<file path="config.mk">
export PLATFORM = sky130hd
export DESIGN_NAME = voice_allocator
export DESIGN_NICKNAME = d
export VERILOG_FILES = /design/src/rtl/voice_allocator.sv
export SDC_FILE = /design/constraint.sdc
export NUM_CORES = 1
export LEC_CHECK = 0
export BUFFER_PORTS_ARGS = -buffer_cell sky130_fd_sc_hd__buf_2
export CORE_MARGIN = 2
export CORE_UTILIZATION = 35
export DETAILED_ROUTE_END_ITERATION = 16
export GPL_TIMING_DRIVEN = 0
export MAX_ROUTING_LAYER = met4
export RECOVER_POWER = 25
export SYNTH_ARGS = -nofsm -noshare
export SYNTH_HDL_FRONTEND = slang
export SYNTH_SLANG_ARGS = --single-unit
</file>
<file path="constraint.sdc">
create_clock -name CLK -period 5.2 [get_ports CLK]
set_input_delay 0.26 -clock CLK [delete_from_list [all_inputs] [get_ports CLK]]
set_output_delay 0.26 -clock CLK [all_outputs]
set_load 0.02 [all_outputs]
</file>
<file path="src/rtl/voice_allocator.sv">
// Polyphonic voice scheduler: scans voice slots one per cycle, then retriggers a matching note,
// takes the lowest free slot, or steals the oldest active voice.
module voice_allocator #(
  parameter int unsigned NUM_VOICES = 8,
  parameter int unsigned NOTE_W     = 7,
  parameter int unsigned AGE_W      = 8
) (
  input  logic                          CLK,
  input  logic                          RESET,
  input  logic                          EV_VALID,
  output logic                          EV_READY,
  input  logic                          EV_ON,
  input  logic [NOTE_W-1:0]             EV_NOTE,
  input  logic                          ALL_OFF,
  output logic [NUM_VOICES-1:0]         KEY,
  output logic [NUM_VOICES*NOTE_W-1:0]  FREQ,
  output logic                          ASSIGN_VALID,
  output logic [$clog2(NUM_VOICES)-1:0] ASSIGN_VOICE,
  output logic                          ASSIGN_HIT,
  output logic                          STEAL
);

  localparam int unsigned IDX_W = $clog2(NUM_VOICES);
  localparam logic [IDX_W-1:0] LAST_IDX = IDX_W'(NUM_VOICES - 1);
  localparam logic [AGE_W-1:0] AGE_MAX = '1;

  typedef enum logic [1:0] {StIdle, StScan, StCommit} state_e;

  state_e                  state;
  logic [NUM_VOICES-1:0]   voice_active;
  logic [NOTE_W-1:0]       voice_note [NUM_VOICES];
  logic [AGE_W-1:0]        voice_age  [NUM_VOICES];

  logic                    cap_on;
  logic [NOTE_W-1:0]       cap_note;
  logic [IDX_W-1:0]        idx;
  logic                    free_found, match_found, old_found;
  logic [IDX_W-1:0]        free_idx, match_idx, old_idx;
  logic [AGE_W-1:0]        old_age;

  logic [IDX_W-1:0]        target;
  logic                    do_steal;

  // Note-on target priority: retrigger, then lowest free slot, then oldest active voice.
  always_comb begin
    target   = old_idx;
    do_steal = 1'b0;
    if (match_found) begin
      target = match_idx;
    end else if (free_found) begin
      target = free_idx;
    end else begin
      do_steal = 1'b1;
    end
  end

  always_ff @(posedge CLK or posedge RESET) begin
    if (RESET) begin
      state        <= StIdle;
      voice_active <= '0;
      for (int i = 0; i < NUM_VOICES; i++) begin
        voice_note[i] <= '0;
        voice_age[i]  <= '0;
      end
      cap_on       <= 1'b0;
      cap_note     <= '0;
      idx          <= '0;
      free_found   <= 1'b0;
      match_found  <= 1'b0;
      old_found    <= 1'b0;
      free_idx     <= '0;
      match_idx    <= '0;
      old_idx      <= '0;
      old_age      <= '0;
      ASSIGN_VALID <= 1'b0;
      ASSIGN_VOICE <= '0;
      ASSIGN_HIT   <= 1'b0;
      STEAL        <= 1'b0;
    end else begin
      ASSIGN_VALID <= 1'b0;
      STEAL        <= 1'b0;
      if (ALL_OFF) begin
        // Panic: gates and ages cleared, pitches kept for the release phase.
        voice_active <= '0;
        for (int i = 0; i < NUM_VOICES; i++) begin
          voice_age[i] <= '0;
        end
        state <= StIdle;
      end else begin
        unique case (state)
          StIdle: begin
            if (EV_VALID) begin
              cap_on      <= EV_ON;
              cap_note    <= EV_NOTE;
              idx         <= '0;
              free_found  <= 1'b0;
              match_found <= 1'b0;
              old_found   <= 1'b0;
              free_idx    <= '0;
              match_idx   <= '0;
              old_idx     <= '0;
              old_age     <= '0;
              state       <= StScan;
            end
          end
          StScan: begin
            if (!voice_active[idx] && !free_found) begin
              free_found <= 1'b1;
              free_idx   <= idx;
            end
            if (voice_active[idx] && (voice_note[idx] == cap_note) && !match_found) begin
              match_found <= 1'b1;
              match_idx   <= idx;
            end
            // Strict compare keeps the lowest index on age ties.
            if (voice_active[idx] && (!old_found || (voice_age[idx] > old_age))) begin
              old_found <= 1'b1;
              old_idx   <= idx;
              old_age   <= voice_age[idx];
            end
            idx <= idx + 1'b1;
            if (idx == LAST_IDX) begin
              state <= StCommit;
            end
          end
          StCommit: begin
            ASSIGN_VALID <= 1'b1;
            state        <= StIdle;
            if (cap_on) begin
              for (int i = 0; i < NUM_VOICES; i++) begin
                if (IDX_W'(i) == target) begin
                  voice_active[i] <= 1'b1;
                  voice_note[i]   <= cap_note;
                  voice_age[i]    <= '0;
                end else if (voice_active[i] && (voice_age[i] != AGE_MAX)) begin
                  voice_age[i] <= voice_age[i] + 1'b1;
                end
              end
              ASSIGN_VOICE <= target;
              ASSIGN_HIT   <= 1'b1;
              STEAL        <= do_steal;
            end else if (match_found) begin
              voice_active[match_idx] <= 1'b0;
              ASSIGN_VOICE            <= match_idx;
              ASSIGN_HIT              <= 1'b1;
            end else begin
              ASSIGN_VOICE <= '0;
              ASSIGN_HIT   <= 1'b0;
            end
          end
          default: state <= StIdle;
        endcase
      end
    end
  end

  assign EV_READY = (state == StIdle);
  assign KEY      = voice_active;

  for (genvar g = 0; g < NUM_VOICES; g++) begin : g_freq
    assign FREQ[NOTE_W*g +: NOTE_W] = voice_note[g];
  end

endmodule

</file>
==> run summary, run 1 <==
Sequential fraction of the synthesis area - 46.1%
I/O Pins - 83
Largest net degree at the start of global routing - 89
Starting Density - 35.8%
Crit-path slowest cell - mux4_2
TritonCTS buffer count - 17
VDD IR max - 210 uV
Fin nets - 974
Post-CTS sizing - 0
Fin cells - 1288
CP top delay family - multiplexers
Static Leak - 4.70 nW
Synth cell types - 70
Post-synth EDFFs - 0
P per Cell Area - 288 nW/um2
Overall routing resource usage - 20.4%
Setup CP Type - reg -> reg
FF+latch count, synth - 167
DP Cell Count - 1254
CP bufs+invs - 3
Sw Ratio - 28.3%
Synth Area in Simple Gates - 16.2%
Total number of vias - 7076
Die Footprint - 27200 um2
CP cell instances - buf_4, buf_2, mux4_2, mux2_2, ha_1, a21o_1, a21oi_1, nor2b_1, o32ai_1, a21oi_1, buf_4, mux2i_1
Endpoints failing hold - 0
Hold Path Class - in -> reg
CP Launch Type - register
Tot Pwr - 3.03 mW
CTS sink cnt - 167
Initial DRC Count - 523
Vias/cell - 5.49
CTS tree - built
Period utilisation layout - 70.4%
Final Skew - 17.4 ps
Main combinational cell family by area after synthesis - multiplexers
Syn-to-layout area delta - 16.0%
Vias in the first global route - 7018
Max Cap Viol - 1
GRT Residual Overflow - 0
Commonest non-fill, non-tap cell in the layout - dfrtp_1
Post-synthesis xor/xnor area fraction - 3.67%
ANT nets after route - 0
Post-Syn Area - 9070 um2
Most frequent cells in the layout - 167 x dfrtp_1, 86 x nand2_1, 77 x buf_2, 68 x mux2_2, 59 x nor2_1
Port Buffer Count - 81
Detail Placement HPWL - 18.2 mm
Post-layout min period - 3660 ps
Yosys warnings - 0
Crit path max fanout - 10
Initial antenna violation count - 1
Core area - 25300 um2
Critical Path End Type - register
Post-Synth Adder-Cell Area - 2.48%
Drt pass-1 iters - 5
Largest cells by area after synthesis - dfrtp_1 46%, mux2_2 8.4%, mux4_2 5.2%
Mean post-synth cell area - 10.8 um2
Clock share of power - 44.1%
Async set-reset flop share out of synthesis - 100%
CP Data Arrival Time - 3970 ps
Finish-stage setup viols - 0
Proportion of synthesized area in mux cells - 18.7%
Share of layout cells above drive strength 1 - 24.2%
Max-slew violation count - 88
CTS max path bufs - 2
Sequential share of power - 44.4%
Failing checks - max-capacitance violations, max-slew violations
Post-synthesis compound-gate area fraction - 9.88%
Slew margin rel. - -131%
Later-pin clock latency in the skew report - 440 ps
Outcome - complete, but fails checks
DRT Wirelength - 25.5 mm
CP peak stage delay - 550 ps
Synthesized netlist net count - 872
Rows - 58
GP Congestion - 0.864
Htree depth - 4
Mapped Cells - 842
RSZ-0062 raised after global routing - false
Synth top area share - 46.1%
Int Power - 2.18 mW
CTS Root Cell - clkbuf_16
CP required - 5510 ps
Die X - 165 um
Wirelength per Cell - 19.8 um
Dominant synthesized flop cell - dfrtp_1
Combinational share of power - 11.6%
Die Ht - 165 um
Max frequency - 0.273 GHz
Clock slew at reported path FFs - 80 ps
Global-route wire length before repair - 40.8 mm
# DRC - 0
Measured slew at the worst slew-check pin - 3470 ps
Net Sw Power - 857 uW
Leading area contributor after synthesis - dfrtp_1
==> final timing paths <==
| kind | from | end | slack (ps) | depth (start not counted) |
|---|---|---|---|---|
| worst max register to register | idx[0]$_DFFE_PP0P_ | old_age[5]$_DFFE_PP0P_ | 1540 | 12 |
| max in group asynchronous | RESET | voice_age[63]$_DFFE_PP0P_ | 1590 | 3 |
| min in group asynchronous | RESET | voice_age[14]$_DFFE_PP0P_ | 1640 | 3 |
| worst min register to register | ASSIGN_VOICE[0]$_DFFE_PP0P_ | ASSIGN_VOICE[0]$_DFFE_PP0P_ | 490 | 2 |
| worst max-delay path | idx[0]$_DFFE_PP0P_ | old_age[5]$_DFFE_PP0P_ | 1540 | 12 |
| worst min-delay path | EV_NOTE[1] | cap_note[1]$_DFFE_PP0P_ | 50 | 2 |
==> cells in the mapped netlist, types with 5 or more instances <==
| master | instances |
|---|---|
| dfrtp_1 | 167 |
| and2_1 | 7 |
| inv_1 | 14 |
| mux2i_1 | 43 |
| a21oi_1 | 33 |
| xor2_1 | 25 |
| nand2b_1 | 10 |
| o21ai_0 | 40 |
| or3_1 | 5 |
| nor3_1 | 22 |
| nand4_1 | 21 |
| a31oi_1 | 8 |
| a22oi_1 | 9 |
| mux4_2 | 21 |
| mux2_2 | 68 |
| o31ai_1 | 8 |
| nor2_1 | 59 |
| buf_2 | 9 |
| and3_1 | 11 |
| nor2b_1 | 8 |
| xnor2_1 | 13 |
| ha_1 | 18 |
| buf_4 | 9 |
| nand3_1 | 34 |
| clkbuf_1 | 16 |
| nand2_1 | 86 |
| buf_1 | 5 |
==> sequential cells by signal (all words and copies together), names as in the netlist, 7 cells and up <==
register and cells:
old_age 8, cap_note 7, FREQ 56, KEY 8
voice_age 64
==> routing by layer <==
| layer | vias to the layer above | GRT usage [%] | share of wire (%) |
|---|---|---|---|
| li1 | 3275 | - | - |
| met1 | 3511 | 27.1 | 45 |
| met2 | 257 | 30.4 | 45 |
| met3 | 33 | 5.85 | 7.9 |
| met4 | 0 | 5.89 | 1.9 |
| met5 | - | - | 0 |
==> cells by family (layout without fill, tap and decap cells) <==
group | count (synthesis) | count (layout)
buffers and inverters | 56 | 171
and+or+nand+nor | 291 | 291
AOI/OAI and AO/OA | 139 | 139
adders and majority gates | 18 | 18
xor gates and xnor gates | 38 | 38
muxes | 133 | 133
DFF | 167 | 167
other | 0 | 1
==> what timing repair did <==
action	in CTS	in global routing
hold buffers	1	0
buffers inserted	0	0
endpoints found under the hold margin	87	0
==> cell type report <==
cell class                      instances  area, um2
Antenna cell                            1       2.50
Clock inverter                         15        184
Timing Repair Buffer                   83        427
Buffer                                 42        219
Clock buffer                           17        425
Sequential cell                       167       4180
Inverter                               14       52.6
Multi-Input combinational cell        619       4620
Fill cell                            2445      14800
Tap cell                              330        413
==> per-stage QoR <==
stage,TNS [ps],setup slack (ps),hold slack [ps],instance area (um2),util (%)
floorplan,0,422,411,9070,-
global placement,-290710,-1750,462,9890,39.0
detailed placement,0,1530,413,9920,39.2
CTS,0,1500,40.1,10500,41.6
global route,0,825,54.9,10500,41.5
finish,0,1540,48.9,10500,41.5
==> worst reg2reg max path: stages, from the launching register on <==
cell and delay (ps):
dfrtp_1 450, buf_4 260, buf_2 380, mux4_2 560, mux2_2 310, ha_1 310
a21o_1 160, a21oi_1 140, nor2b_1 60, o32ai_1 330, a21oi_1 200, buf_4 240
mux2i_1 140
==> power by group through the flow <==
| stage | Sequential [mW] | Clock [mW] | Combinational (mW) |
|---|---|---|---|
| 4_1_cts | 1.35 | 1.35 | 0.354 |
| 2_1_floorplan | 1.37 | 0 | 0.249 |
| 3_3_place_gp | 1.37 | 0 | 0.345 |
| 5_1_grt | 1.35 | 1.41 | 0.387 |
| 6_report | 1.35 | 1.34 | 0.350 |
| 3_5_place_dp | 1.37 | 0 | 0.352 |
Note: power is estimated with default switching activity, not from simulation.
==> inputs of run 2 (changes only) <==
==> constraint.sdc (replaced) <==
create_clock -name CLK -period 3.55 [get_ports CLK]
set_input_delay 0.1775 -clock CLK [delete_from_list [all_inputs] [get_ports CLK]]
set_output_delay 0.1775 -clock CLK [all_outputs]
set_load 0.02 [all_outputs]
==> run 2 against run 1 <==
  * The run still ends with max-capacitance violations, max-slew violations left
  * Power rose by 46%
  * Non-clock buffer count is 11 higher
  * Final cell count up 0.78%
  * First-iteration DRC count up 2.1%
  * Via count rose by 1.0%
  * Sequential cell count stayed put
  * Sequential power up 46%
  * Clock-buffer cell count did not move
  * Global-route usage about the same
  * Die area unchanged
  * Sequential share of layout area shrank 0.61 points
==> run summary, run 2 (synthesis results as in run 1) <==
Critical Path End Type - register
Overall routing resource usage - 20.4% (about the same)
Setup CP Type - reg -> reg
Crit path max fanout - 10 (unchanged)
Critical Path Stages - 13 (+1)
Hold_sp - EV_VALID
ANT nets after route - 0 (unchanged)
Slew margin rel. - -39.5% (+92 points)
Area of the multi-input gates - 4630 um2 (+0.24%)
Endpoints failing hold - 0 (unchanged)
CTS max path bufs - 2 (unchanged)
Failing checks - max-capacitance violations, max-slew violations
# DRC - 0 (unchanged)
Outcome - complete, but fails checks
Wirelength per Cell - 19.6 um (-0.88%)
Vias in the first global route - 7185 (+2.4%)
Reg area - 4180 um2 (about the same)
Later-pin clock latency in the skew report - 440 ps (about the same)
Rows - 58 (unchanged)
Largest net degree at the start of global routing - 37 (-58%)
Max frequency - 0.298 GHz (+9.0%)
Post-layout min period - 3360 ps (-301 ps)
CP Data Arrival Time - 3710 ps (-260 ps)
Max-slew violation count - 68 (-23%)
Final Skew - 12.3 ps (-5.09 ps)
CTS sink cnt - 167 (unchanged)
Final setup TNS - 0 ps (unchanged)
FF-to-FF Start - idx[1]$_DFFE_PP0P_
Cell count of the worst hold path - 4 (+2)
Clock share of power - 43.3% (-0.8 points)
Global-route wire length before repair - 40.9 mm (+0.34%)
CP bufs+invs - 4 (+1)
Net Sw Power - 1.27 mW (+48%)
Initial DRC Count - 534 (+2.1%)
Biggest register - voice_age
Max Cap Viol - 2 (+1)
RSZ-0062 raised after global routing - false
VDD IR max - 293 uV (+40%)
CP top delay family - buffers and inverters
Initial antenna violation count - 0 (-1)
Total number of vias - 7147 (+1.0%)
TritonCTS buffer count - 17 (unchanged)
Die Ht - 165 um (unchanged)
Detail Placement HPWL - 18.5 mm (+1.6%)
Vias/cell - 5.51 (+0.23%)
Die X - 165 um (unchanged)
CP cell instances - buf_6, buf_4, buf_4, mux4_2, mux2_2, ha_1, nor2b_1, o211ai_1, a21oi_1, o32ai_2, a21oi_2, buf_6, mux2i_1
R2R setup slack - 190 ps (-1350 ps)
Hold Path Class - in -> reg
Worst reg2reg endpoint - old_age[1]$_DFFE_PP0P_
P per Cell Area - 413 nW/um2 (+43%)
Most frequent cells in the layout - 166 x dfrtp_1, 88 x buf_2, 86 x nand2_1, 68 x mux2_2, 59 x nor2_1
Sw Ratio - 28.7% (+0.48 points)
Number of diodes - 0 (-1)
Starting Density - 35.8% (unchanged)
I/O Pins - 83 (unchanged)
Syn-to-layout area delta - 17.9%
GRT Residual Overflow - 0 (unchanged)
Port Buffer Count - 81 (unchanged)
Commonest non-fill, non-tap cell in the layout - dfrtp_1
Finish-stage setup viols - 0 (unchanged)
Measured slew at the worst slew-check pin - 2090 ps (-1380 ps)
Static Leak - 4.80 nW (+2.2%)
Int Power - 3.15 mW (+45%)
Drt pass-1 iters - 6 (+1)
CTS tree - built
Share of layout cells above drive strength 1 - 25.9% (+1.7 points)
Hold Slack - 211 ps (+162 ps)
CP required - 3900 ps (-1610 ps)
Fin nets - 985 (+1.1%)
WHS Endpoint - idx[1]$_DFFE_PP0P_
GP Congestion - 0.867 (+0.38%)
Fill cells - 2398 (-1.9%)
Clock slew at reported path FFs - 80 ps (about the same)
Period utilisation layout - 94.6% (+24 points)
CTS Root Cell - clkbuf_16
Core area - 25300 um2 (unchanged)
CP Launch Type - register
Sequential share of power - 44.6% (+0.2 points)
Crit-path slowest cell - dfrtp_2
Combinational share of power - 12.1% (+0.5 points)
Max reg flops - 64 (unchanged)
Die Footprint - 27200 um2 (unchanged)
CP peak stage delay - 430 ps (-120 ps)
DRT Wirelength - 25.4 mm (-0.11%)
R2r worst-path depth - 13 (+1)
Htree depth - 4 (unchanged)
run 2: changes by cell type in the layout (fill, tap and decap cells not counted), moves of 2 or more:
cell           previous run  this run
clkbuf_1                 29        18
buf_12                    0         2
buf_4                     9         7
buf_2                    77        88
inv_8                     3         6
dlygate4sd3_1             1         9
buf_6                     2         6
inv_6                     4         2
run 2: worst max path at each step:
stage	to	slack (ps)	from
floorplan	old_idx[0]$_DFFE_PP0P_	470	idx[0]$_DFFE_PP0P_
global placement	old_age[2]$_DFFE_PP0P_	-60	idx[1]$_DFFE_PP0P_
detailed placement	old_age[1]$_DFFE_PP0P_	-110	idx[1]$_DFFE_PP0P_
CTS	old_age[1]$_DFFE_PP0P_	20	idx[0]$_DFFE_PP0P_
global route	old_idx[0]$_DFFE_PP0P_	30	idx[1]$_DFFE_PP0P_
finish	old_age[1]$_DFFE_PP0P_	190	idx[1]$_DFFE_PP0P_
run 2: cell type report:
type / count / share of cell area (%)
buffer: 41 / 2.20
clock buffer: 17 / 3.98
multi-input combinational: 619 / 43.3
timing repair buffer: 95 / 5.34
tap: 330 / 3.86
sequential: 167 / 39.1
inverter: 14 / 0.503
clock inverter: 15 / 1.69
run 2: through the flow:
step | power (mW) | setup slack (ps) | instance area, um2 | util (%) | cells
2_1_floorplan | 2.37 | 472 | 9070 | - | 842
3_3_place_gp | 2.52 | -57.4 | 9890 | 39.0 | 1253
3_5_place_dp | 2.53 | -113 | 10000 | 39.5 | 1258
4_1_cts | 4.45 | 18.4 | 10700 | 42.3 | 1299
5_1_grt | 4.59 | 28.0 | 10700 | 42.2 | 1298
6_report | 4.42 | 190 | 10700 | 42.2 | 1298
run 2: metal layers:
metal	up-vias	track usage, %	part of all wire (%)
met2	239	30.6	46
li1	3289	-	-
met3	46	4.24	6.6
met1	3573	27.7	46
met5	-	-	0
met4	0	6.68	2.3
run 2: worst min-delay path, delay by kind of cell:
kind,cells,cell delay (ps)
AOI/OAI and AO/OA,2,240
buffers and inverters,1,90
and+or+nand+nor,1,110
run 2: power by group through the flow:
stage                     combinational (mW)  sequential [mW]  clock, mW
after global routing                   0.585             1.98       2.03
after CTS                              0.537             1.97       1.95
after floorplan                        0.366             2.00          0
after global placement                 0.506             2.01          0
after detailed placement               0.524             2.01          0
final                                  0.533             1.97       1.91
run 2: repair_timing:
item                                    CTS  global route
hold buffers                              9             0
buffers inserted                          0             0
resized for setup                         4             5
pin swaps                                 0             0
endpoints found under the setup margin   10            10
hold endpoints to repair                 21             0
==> inputs of run 3 (changes only) <==
--- a/config.mk
+++ b/config.mk
@@ -6,6 +6,7 @@
 export NUM_CORES = 1
 export LEC_CHECK = 0
 export BUFFER_PORTS_ARGS = -buffer_cell sky130_fd_sc_hd__buf_2
+export CORE_ASPECT_RATIO = 1.2
 export CORE_MARGIN = 2
 export CORE_UTILIZATION = 35
 export DETAILED_ROUTE_END_ITERATION = 16
==> run 3 against run 2 <==
  * The flow still finishes with violations (max-capacitance violations, max-slew violations)
  * Non-clock buffer count stayed put
  * Global-route usage is 0.10 points lower
  * Routed wire length is 1.0% higher
  * First-iteration DRC count is 8.2% lower
  * Via count is 0.11% higher
  * Register-to-register slack hardly changed
  * Worst hold slack worse by 1.9 ps
  * Critical endpoint is now old_idx[0]$_DFFE_PP0P_
  * Largest cell class unchanged
  * Clock skew hardly changed
  * Clock power is 4% lower
  * Critical path type unchanged
  * Clock-buffer cell count is 1 higher
  * Critical path depth is 1 lower
  * Sequential power hardly changed
==> run summary, run 3 (synthesis results as in run 1) <==
TritonCTS buffer count - 17 (unchanged)
Overall routing resource usage - 20.3% (-0.10 points)
Max-slew violation count - 69 (+1.5%)
CP required - 3900 ps (about the same)
Cell area after layout - 10600 um2 (-0.35%)
P per Cell Area - 408 nW/um2 (-1.2%)
Hold Path Class - in -> reg
CTS sink cnt - 167 (unchanged)
CTS tree - built
Max frequency - 0.299 GHz (+0.45%)
Starting Density - 35.6% (-0.19 points)
Later-pin clock latency in the skew report - 430 ps (about the same)
CP peak stage delay - 570 ps (+140 ps)
Area of the multi-input gates - 4630 um2 (unchanged)
Fin cells - 1298 (unchanged)
Most used cell, CP - buf_6
Vias in the first global route - 7267 (+1.1%)
Area post-placement - 10000 um2 (unchanged)
Max Cap Viol - 2 (unchanged)
Core area - 25500 um2 (+0.54%)
VDD IR max - 367 uV (+25%)
DP Cell Count - 1258 (unchanged)
CP Launch Type - register
Period utilisation layout - 94.2% (-0.42 points)
Static Leak - 4.73 nW (-1.5%)
Biggest register - voice_age
RSZ-0062 raised after global routing - false
Failing checks - max-capacitance violations, max-slew violations
Final Skew - 12.1 ps (-0.223 ps)
Total number of vias - 7155 (+0.11%)
GRT Residual Overflow - 0 (unchanged)
Hold Slack - 209 ps (-1.92 ps)
Fin nets - 985 (unchanged)
Post-layout min period - 3340 ps (-14.9 ps)
CP cell instances - buf_6, buf_6, mux4_2, mux2_2, ha_1, nor2b_1, o211ai_1, a21oi_1, o32ai_2, a21oi_2, buf_6, mux2i_1
Drt pass-1 iters - 6 (unchanged)
Share of layout cells above drive strength 1 - 24.4% (-1.5 points)
Vias/cell - 5.51 (+0.11%)
CTS max path bufs - 2 (unchanged)
Initial DRC Count - 490 (-8.2%)
Endpoints failing hold - 0 (unchanged)
Wirelength per Cell - 19.8 um (+1.0%)
Finish-stage setup viols - 0 (unchanged)
Largest net degree at the start of global routing - 41 (+11%)
Clock slew at reported path FFs - 70 ps (about the same)
Critical Path End Type - register
Measured slew at the worst slew-check pin - 1970 ps (-127 ps)
GP Congestion - 0.904 (+4.3%)
Port Buffer Count - 81 (unchanged)
Rows - 64 (+10%)
Initial antenna violation count - 0 (unchanged)
Commonest non-fill, non-tap cell in the layout - dfrtp_1
I/O Pins - 83 (unchanged)
Slew margin rel. - -31.1% (+8.5 points)
Outcome - complete, but fails checks
Fill cells - 2502 (+4.3%)
DRT Wirelength - 25.7 mm (+1.0%)
Htree depth - 4 (unchanged)
Number of diodes - 0 (unchanged)
# DRC - 0 (unchanged)
Syn-to-layout area delta - 17.4%
CP Data Arrival Time - 3700 ps (about the same)
Die Footprint - 27200 um2 (about the same)
ANT nets after route - 0 (unchanged)
Most frequent cells in the layout - 166 x dfrtp_1, 86 x nand2_1, 73 x buf_2, 68 x mux2_2, 59 x nor2_1
Die Ht - 180 um (+9.3%)
Crit path max fanout - 10 (unchanged)
Fin util - 41.8% (-0.38 points)
Postcts setup bufs - 0 (unchanged)
Max reg flops - 64 (unchanged)
Detail Placement HPWL - 18.9 mm (+2.1%)
Global-route wire length before repair - 41.3 mm (+1.0%)
Reg area - 4180 um2 (unchanged)
Tot Pwr - 4.35 mW (-1.6%)
CTS Root Cell - clkbuf_16
Setup CP Type - reg -> reg
Die X - 151 um (-8.5%)
Crit-path slowest cell - mux4_2
run 3: worst paths after layout:
kind	depth (start not counted)	end	start	slack, ps
max in group asynchronous	4	voice_age[50]$_DFFE_PP0P_	RESET	600
hold reg to reg	2	ASSIGN_HIT$_DFFE_PP0P_	ASSIGN_HIT$_DFFE_PP0P_	490
min in group asynchronous	3	ASSIGN_VOICE[1]$_DFFE_PP0P_	RESET	430
setup reg to reg	12	old_idx[0]$_DFFE_PP0P_	idx[0]$_DFFE_PP0P_	210
hold / removal	3	state[0]$_DFFE_PP0P_	EV_VALID	210
setup / recovery	12	old_idx[0]$_DFFE_PP0P_	idx[0]$_DFFE_PP0P_	210
run 3: critical path, delay by kind of cell, from the launching register on:
kind,cells,cell delay (ps)
mux,3,1120
buf+inv,3,650
compound gates,4,610
flops,1,470
fa+ha+maj,1,300
simple gates,1,130
run 3: stage by stage:
| stage | worst slack [ps] | setup TNS [ps] |
|---|---|---|
| after global placement | -105 | -922 |
| after global routing | 8.14 | 0 |
| after CTS | 1.70 | 0 |
| final | 205 | 0 |
| after floorplan | 472 | 0 |
| after detailed placement | -132 | -926 |
run 3: cell type report:
| cell class | count | share of cell area (%) |
|---|---|---|
| Buffer | 41 | 2.24 |
| Clock buffer | 18 | 4.12 |
| Clock inverter | 14 | 1.29 |
| Inverter | 14 | 0.505 |
| Multi-Input combinational cell | 619 | 43.5 |
| Sequential cell | 167 | 39.3 |
| Tap cell | 330 | 3.88 |
| Timing Repair Buffer | 95 | 5.24 |
run 3: routing by layer:
metal	track usage (%)	part of all wire (%)	vias up
li1	-	-	3285
met1	25.1	42	3585
met2	33.3	50	235
met3	3.42	5.7	50
met4	7.18	2.9	0
met5	-	0	-
run 3: timing repair:
item / in CTS / in global routing
endpoints found under the setup margin: 10 / 12
resized for setup: 3 / 7
hold buffers: 9 / 0
endpoints found under the hold margin: 26 / 0
run 3: power by group:
part           internal [mW]  leakage (nW)  switching (mW)
Combinational          0.198          2.14           0.335
Sequential              1.94          2.31          0.0361
Clock                   1.00         0.284           0.838
